[config.mk]
export PLATFORM = sky130hd
export DESIGN_NAME = imem_loader_flat
export DESIGN_NICKNAME = d
export VERILOG_FILES = /design/src/rtl/imem_loader_if.sv /design/src/rtl/imem_loader.sv /design/src/flat_wrapper.sv
export SDC_FILE = /design/constraint.sdc
export NUM_CORES = 1
export LEC_CHECK = 0
export CORE_ASPECT_RATIO = 0.7
export CORE_MARGIN = 4
export CORE_UTILIZATION = 38
export CTS_CLUSTER_SIZE = 10
export DETAILED_ROUTE_END_ITERATION = 8
export PLACE_DENSITY = 0.81
export SYNTH_ARGS = -nofsm -noshare
export SYNTH_HDL_FRONTEND = slang
export SYNTH_SLANG_ARGS = --single-unit
[constraint.sdc]
create_clock -name clk -period 2.5 [get_ports clk]
set_input_delay 0.5 -clock clk [delete_from_list [all_inputs] [get_ports clk]]
set_output_delay 0.5 -clock clk [all_outputs]
set_load 0.02 [all_outputs]
[src/rtl/imem_loader_if.sv]
// imem_loader_if
// Load-side handshake bundle for imem_loader: the load request with its word
// count, and the little-endian byte stream with its valid/ready handshake.
//   load_start  : one-cycle request to begin a load (master -> slave)
//   load_len    : program length in words, AW+1 bits (master -> slave)
//   byte_valid  : byte_data carries a stream byte (master -> slave)
//   byte_data   : stream byte, little-endian within each word (master -> slave)
//   byte_ready  : loader accepts a byte this cycle (slave -> master)
// The master modport is the external load source; the slave is the loader.
interface imem_loader_if #(
   parameter int AW = 6
);
   logic          load_start;
   logic [AW:0]   load_len;
   logic          byte_valid;
   logic [7:0]    byte_data;
   logic          byte_ready;

   modport master (
      output load_start,
      output load_len,
      output byte_valid,
      output byte_data,
      input  byte_ready
   );

   modport slave (
      input  load_start,
      input  load_len,
      input  byte_valid,
      input  byte_data,
      output byte_ready
   );
endinterface

[src/rtl/imem_loader.sv]
// imem_loader
// Boot-time program loader and fetch gate for the instruction memory of the
// single-cycle core. Bytes arrive little-endian over a valid/ready stream,
// are packed into 32-bit words and written sequentially through the memory
// write port. Until the whole program is in place the core is held:
// core_run stays low and every fetch sees a NOP.
//
// Ports:
//   clk, reset   : clock and synchronous active-high reset
//   ld           : imem_loader_if.slave (load_start, load_len, byte stream)
//   pc_addr      : core fetch byte address
//   mem_raddr    : memory read word address, pc_addr[AW+1:2]
//   mem_rdata    : memory read data (combinational read)
//   fetch_instr  : instruction handed to the core (NOP while held)
//   mem_we/mem_waddr/mem_wdata : memory write port
//   core_run     : core released
//   busy         : load in progress (LOAD, WRITE, CHECK)
//   err          : last load request or load failed
//
// Optional feature: define IMEM_LOADER_CHECKSUM_EN to require a trailing
// 32-bit word equal to the modulo-2^32 sum of the program words before the
// core is released.
module imem_loader #(
   parameter int DEPTH = 64,
   parameter int AW    = 6
) (
   input  logic              clk,
   input  logic              reset,
   imem_loader_if.slave      ld,
   input  logic [31:0]       pc_addr,
   output logic [AW-1:0]     mem_raddr,
   input  logic [31:0]       mem_rdata,
   output logic [31:0]       fetch_instr,
   output logic              mem_we,
   output logic [AW-1:0]     mem_waddr,
   output logic [31:0]       mem_wdata,
   output logic              core_run,
   output logic              busy,
   output logic              err
);

   localparam logic [31:0] NOP     = 32'h00000013;
   localparam logic [AW:0] DEPTH_W = (AW+1)'(DEPTH);

   typedef enum logic [2:0] {
      IDLE,
      LOAD,
      WRITE,
      CHECK,
      RUN,
      ERR
   } state_t;

   state_t        state;
   state_t        next_state;

   logic [AW:0]   word_cnt;
   logic [AW:0]   len_q;
   logic [1:0]    byte_cnt;
   logic [31:0]   word_buf;
`ifdef IMEM_LOADER_CHECKSUM_EN
   logic [31:0]   sum_q;
`endif

   logic          len_ok;
   logic          start_accept;
   logic          byte_ready_c;
   logic          byte_take;
   logic          last_byte;
   logic          last_word;
   logic [31:0]   word_next;

   // Only pc_addr[AW+1:2] selects a word; the rest of the address is unused.
   logic          unused_pc_bits;
   assign unused_pc_bits = ^{pc_addr[31:AW+2], pc_addr[1:0]};

   // A request is legal only if the program fits the memory and is non-empty,
   // which is also what keeps the word index from ever wrapping.
   assign len_ok    = (ld.load_len != '0) && (ld.load_len <= DEPTH_W);
   assign byte_take = ld.byte_valid && byte_ready_c;
   assign last_byte = byte_take && (byte_cnt == 2'd3);
   assign last_word = (word_cnt + (AW+1)'(1)) == len_q;
   // The buffer shifts right, so the fourth byte lands in [31:24] and the
   // first byte ends up in [7:0].
   assign word_next = {ld.byte_data, word_buf[31:8]};

   // State register for the load sequencer.
   always_ff @(posedge clk) begin
      if (reset) begin
         state <= IDLE;
      end else begin
         state <= next_state;
      end
   end

   // Next-state and per-state control. IDLE, RUN and ERR all treat
   // load_start identically; the busy states ignore it.
   always_comb begin
      next_state   = state;
      start_accept = 1'b0;
      byte_ready_c = 1'b0;
      case (state)
         IDLE, RUN, ERR: begin
            if (ld.load_start) begin
               if (len_ok) begin
                  next_state   = LOAD;
                  start_accept = 1'b1;
               end else begin
                  next_state = ERR;
               end
            end
         end
         LOAD: begin
            byte_ready_c = 1'b1;
            if (last_byte) begin
               next_state = WRITE;
            end
         end
         WRITE: begin
            if (last_word) begin
`ifdef IMEM_LOADER_CHECKSUM_EN
               next_state = CHECK;
`else
               next_state = RUN;
`endif
            end else begin
               next_state = LOAD;
            end
         end
`ifdef IMEM_LOADER_CHECKSUM_EN
         CHECK: begin
            byte_ready_c = 1'b1;
            if (last_byte) begin
               next_state = (word_next == sum_q) ? RUN : ERR;
            end
         end
`endif
         default: begin
            next_state = IDLE;
         end
      endcase
   end

   // Word assembly, word index, latched length and (optionally) the running
   // sum. Counters restart on every accepted request so a reset or aborted
   // load never leaks a partial word into the next one.
   always_ff @(posedge clk) begin
      if (reset) begin
         word_cnt <= '0;
         len_q    <= '0;
         byte_cnt <= '0;
         word_buf <= '0;
`ifdef IMEM_LOADER_CHECKSUM_EN
         sum_q    <= '0;
`endif
      end else begin
         if (start_accept) begin
            word_cnt <= '0;
            byte_cnt <= '0;
            len_q    <= ld.load_len;
`ifdef IMEM_LOADER_CHECKSUM_EN
            sum_q    <= '0;
`endif
         end
         if (byte_take) begin
            word_buf <= word_next;
            byte_cnt <= byte_cnt + 2'd1;
         end
         if (state == WRITE) begin
            word_cnt <= word_cnt + (AW+1)'(1);
`ifdef IMEM_LOADER_CHECKSUM_EN
            sum_q    <= sum_q + word_buf;
`endif
         end
      end
   end

   // Outputs decoded from the state; write address/data are forced to zero
   // outside WRITE so the port is quiet whenever mem_we is low.
   assign ld.byte_ready = byte_ready_c;
   assign mem_we        = (state == WRITE);
   assign mem_waddr     = (state == WRITE) ? word_cnt[AW-1:0] : '0;
   assign mem_wdata     = (state == WRITE) ? word_buf : '0;
   assign core_run      = (state == RUN);
   assign busy          = (state == LOAD) || (state == WRITE) || (state == CHECK);
   assign err           = (state == ERR);

   // Fetch path is purely combinational so it adds nothing to the core's
   // single-cycle timing.
   assign mem_raddr   = pc_addr[AW+1:2];
   assign fetch_instr = core_run ? mem_rdata : NOP;

endmodule

[src/flat_wrapper.sv]
// flat-port wrapper written by rule: the top's interface ports become plain ports
module imem_loader_flat 
#(
   parameter int DEPTH = 64,
   parameter int AW    = 6
)
  (clk, reset, pc_addr, mem_raddr, mem_rdata, fetch_instr, mem_we, mem_waddr, mem_wdata, core_run, busy, err, ld_load_start, ld_load_len, ld_byte_valid, ld_byte_data, ld_byte_ready);
  imem_loader_if #(.AW(AW)) ld_i ();
  input  logic clk;
  input  logic reset;
  input  logic [31:0] pc_addr;
  output logic [AW-1:0] mem_raddr;
  input  logic [31:0] mem_rdata;
  output logic [31:0] fetch_instr;
  output logic mem_we;
  output logic [AW-1:0] mem_waddr;
  output logic [31:0] mem_wdata;
  output logic core_run;
  output logic busy;
  output logic err;
  input wire logic [$bits(ld_i.load_start)-1:0] ld_load_start;
  input wire logic [$bits(ld_i.load_len)-1:0] ld_load_len;
  input wire logic [$bits(ld_i.byte_valid)-1:0] ld_byte_valid;
  input wire logic [$bits(ld_i.byte_data)-1:0] ld_byte_data;
  output wire logic [$bits(ld_i.byte_ready)-1:0] ld_byte_ready;
  assign ld_i.load_start = ld_load_start;
  assign ld_i.load_len = ld_load_len;
  assign ld_i.byte_valid = ld_byte_valid;
  assign ld_i.byte_data = ld_byte_data;
  assign ld_byte_ready = ld_i.byte_ready;
  imem_loader #(.DEPTH(DEPTH), .AW(AW)) u_core (.clk(clk), .reset(reset), .ld(ld_i), .pc_addr(pc_addr), .mem_raddr(mem_raddr), .mem_rdata(mem_rdata), .fetch_instr(fetch_instr), .mem_we(mem_we), .mem_waddr(mem_waddr), .mem_wdata(mem_wdata), .core_run(core_run), .busy(busy), .err(err));
endmodule
==> results.md <==
- CTS H-Tree Depth: 2
- Routed wire per std cell: 14.18 µm
- Stages on worst setup path: 5
- PortBufs: 125
- Antenna Cells: 0
- Layout cell share with drive strength beyond 1: 0.08842
- WP data required: 2.00 ns
- Synth area leaders: dfxtp_1 (37%), nand2_1 (9.9%), and2_1 (8.9%)
- Core box area: 6850 µm²
- CP delay by family, top: buffers and inverters
- Via count: 2802
- Critical Path Source Type: flip-flop
- Static Leak: 2.343 nW
- Gr usage total: 0.1813
- Fin Clk Skew: 0.01256 ns
- Met2 WL: 3992 µm
- Hold path depth: 2
- Pin count of the biggest net entering global routing: 38
- Switch Pwr: 394.0 µW
- CTS clock-pin slew for the worst setup and hold paths: 0.09 ns
- Reg2reg path depth: 6
- Slowest stage delay, CP: 0.60 ns
- Clock Power Share: 0.340
- Final instance area: 4248 µm²
- CTS tree: yes
- Vias in the first global route: 2542
- Final Max Tran Viols: 0
- Crit-path max FO: 15
- HP Class: reg -> reg
- Critical path buffers and inverters: 3
- FMAX: 0.4142 GHz
- Post-Synthesis Cell Area: 2731 µm²
- Die width: 109.3 µm
- Remaining DRCs: 0
- Std cell rows: 25
- Ys Warns: 0
- Combinational share of power: 0.151
- Drt total wl: 8066 µm
- Crit share post-route: 0.9657
- Setup violators final: 0
- PwrDens: 388.1 nW/µm²
- Gpl congestion: 0.8212
- Synthesized instance count: 358
- Unique masters post-synth: 40
- Minimum clock period: 2.414 ns
- Flop pwr share: 0.508
- Max_slew headroom: 0.5216
- IR drop worst, VDD: 0.3358 mV
- P_int: 1.254 mW
- Placed wire-length estimate: 5954 µm
- Share of the synthesized area in the top cell type: 0.3738
- Cell taking the most area after synthesis: dfxtp_1
- Setup ws final: 0.08577 ns
- Pre-antenna DRT Iters: 4
- Routed Antenna Nets: 0
- Via density: 4.924
- Clk_lat worst skew: 0.31 ns
- WP data arrival: 1.91 ns
- # IOs: 164
- CP Capture Type: primary output
- Syn nets: 443
- GRT overflow: 0
- Seq/Total Area, Yosys: 0.3738
- Worst slew pin tran: 0.7176 ns
- Hold_ws: 0.4547 ns
- Clk buf depth: 2
- Placement Cell Area: 4098 µm²
- Non-Filler Instances: 569
- Status: complete, no violations
- First-pass GRT wire length: 12580 µm
- Initial antenna violation count: 0
- Slowest CP cell: clkdlybuf4s50_1
- Post-CTS Setup Repair Bufs: 0
- Initial Utilization: 0.3987
- # clock sinks: 51
- CTS Buf Count: 5
- Met3 WL: 386 µm
- Seq cells post-synth: 51
- Top sig layer: met4
- Place WS: -0.1365 ns
- Area delta synth->final: 55.52%
- # nets final: 560
- Max_cap viols: 0
- Die area: 8629 µm²
- Fin. Hold Viols: 0
- Die height: 78.93 µm
- 1st-iter DRT viols: 119
- Post-Syn Area per Cell: 7.630 µm²
- CP cell instances: buf_4 -> nor2_1 -> buf_6 -> and3_1 -> clkdlybuf4s50_1
- Root buf cell: clkbuf_8
- Metal-1 WL: 3638 µm
- Sw frac: 0.2390
- Critical path class: reg -> out
- Placed insts: 561
[power groups by stage]
stage	Combinational, mW	Sequential [mW]	Clock (mW)
floorplan	0.127	0.855	0
global placement	0.241	0.856	0
detailed placement	0.246	0.857	0
CTS	0.247	0.838	0.572
global route	0.271	0.841	0.627
finish	0.250	0.838	0.561
[repair_timing]
action | 4_1_cts | 5_1_grt
endpoints found under the hold margin | 0 | 0
setup endpoints to repair | 43 | 33
resized for setup | 41 | 31
cloned | 0 | 1
hold buffers | 0 | 0
[worst min-delay path: cells and delay by family, from the launching register on]
kind,cells,cell delay (ns)
flops,1,0.32
compound gates,1,0.05
simple gates,1,0.05
[cell type report]
cell class,count,area [µm²]
repair buffers,146,1454
clock inverters,2,37.54
inverters,3,11.26
multi-input cells,268,1538
clock buffers,5,68.82
flip-flops and latches,51,1021
well taps,94,117.6
fillers,609,2603
[logic make-up after synthesis]
| kind of cell | after synthesis | synth area share |
|---|---|---|
| buffers and inverters | 39 | 0.06734 |
| AOI/OAI and AO/OA | 61 | 0.1406 |
| DFF | 51 | 0.3738 |
| muxes | 7 | 0.02565 |
| xor gates and xnor gates | 9 | 0.02886 |
| and+or+nand+nor | 189 | 0.3546 |
| adders and majority gates | 2 | 0.009160 |
[final timing paths]
| check | startpoint | end | slack [ns] |
|---|---|---|---|
| min reg2reg | u_core.word_buf[0] | u_core.word_buf[0] | 0.45 |
| max | u_core.state[0] | fetch_instr[3] | 0.09 |
| min | u_core.word_buf[0] | u_core.word_buf[0] | 0.45 |
| max reg2reg | u_core.word_cnt[1] | u_core.state[0] | 0.33 |
[per-layer routing]
| metal | track usage | vias up |
|---|---|---|
| li1 | - | 1424 |
| met1 | 0.2504 | 1307 |
| met2 | 0.2917 | 63 |
| met3 | 0.03818 | 8 |
| met4 | 0.03736 | 0 |
| met5 | 0 | - |
[sequential cells by signal, indices dropped and copies added (netlist names)]
register and count:
u_core.byte_cnt 2, u_core.len_q 7, u_core.state 3, u_core.word_buf 32
u_core.word_cnt 7
[cell usage in the layout, fill, tap and decap left out, types with 2 or more instances in the layout]
cell and count:
dlygate4sd2_1 40, ha_1 2, clkdlybuf4s50_1 56, inv_1 3, o21ai_0 5, nand3_1 7, a311oi_2 4, buf_4 16
clkbuf_8 5, or3_1 2, nand2_1 72, nand2b_1 6, dfxtp_1 51, dlymetal6s2s_1 28, buf_2 2, a21oi_1 41
buf_12 2, or4_1 2, nor2_1 17, buf_6 2, and3_1 32, nand3_2 2, xnor2_1 5, nor3_1 2
nor3b_1 2, mux2i_1 7, xor2_1 4, and2_1 39
[stage by stage]
step | TNS (ns) | total power [mW] | utilization
2_1_floorplan | 0 | 0.9824 | -
3_3_place_gp | -0.9202 | 1.097 | 0.5982
3_5_place_dp | -1.446 | 1.103 | 0.5982
4_1_cts | 0 | 1.658 | 0.6071
5_1_grt | -0.01900 | 1.738 | 0.6201
6_report | 0 | 1.648 | 0.6201
[synthesized netlist by cell type, drive strengths merged]
| cell | count |
|---|---|
| nor2 | 17 |
| nor3 | 3 |
| o2bb2ai | 1 |
| o211ai | 1 |
| a311oi | 5 |
| and3 | 33 |
| and2 | 39 |
| nand3 | 9 |
| or3 | 2 |
| xor2 | 4 |
| o41ai | 1 |
| inv | 3 |
| or2 | 1 |
| buf | 11 |
| nand2b | 6 |
| or4 | 3 |
| nand2 | 73 |
| o211a | 1 |
| o21a | 1 |
| ha | 2 |
| a22oi | 1 |
| clkbuf | 25 |
| dfxtp | 51 |
| xnor2 | 5 |
| nor3b | 2 |
| and2b | 1 |
| o31ai | 1 |
| a21o | 1 |
| o21ai | 6 |
| a211oi | 1 |
| a21oi | 41 |
| mux2i | 7 |
No activity file was read; power rests on OpenSTA's default activity.
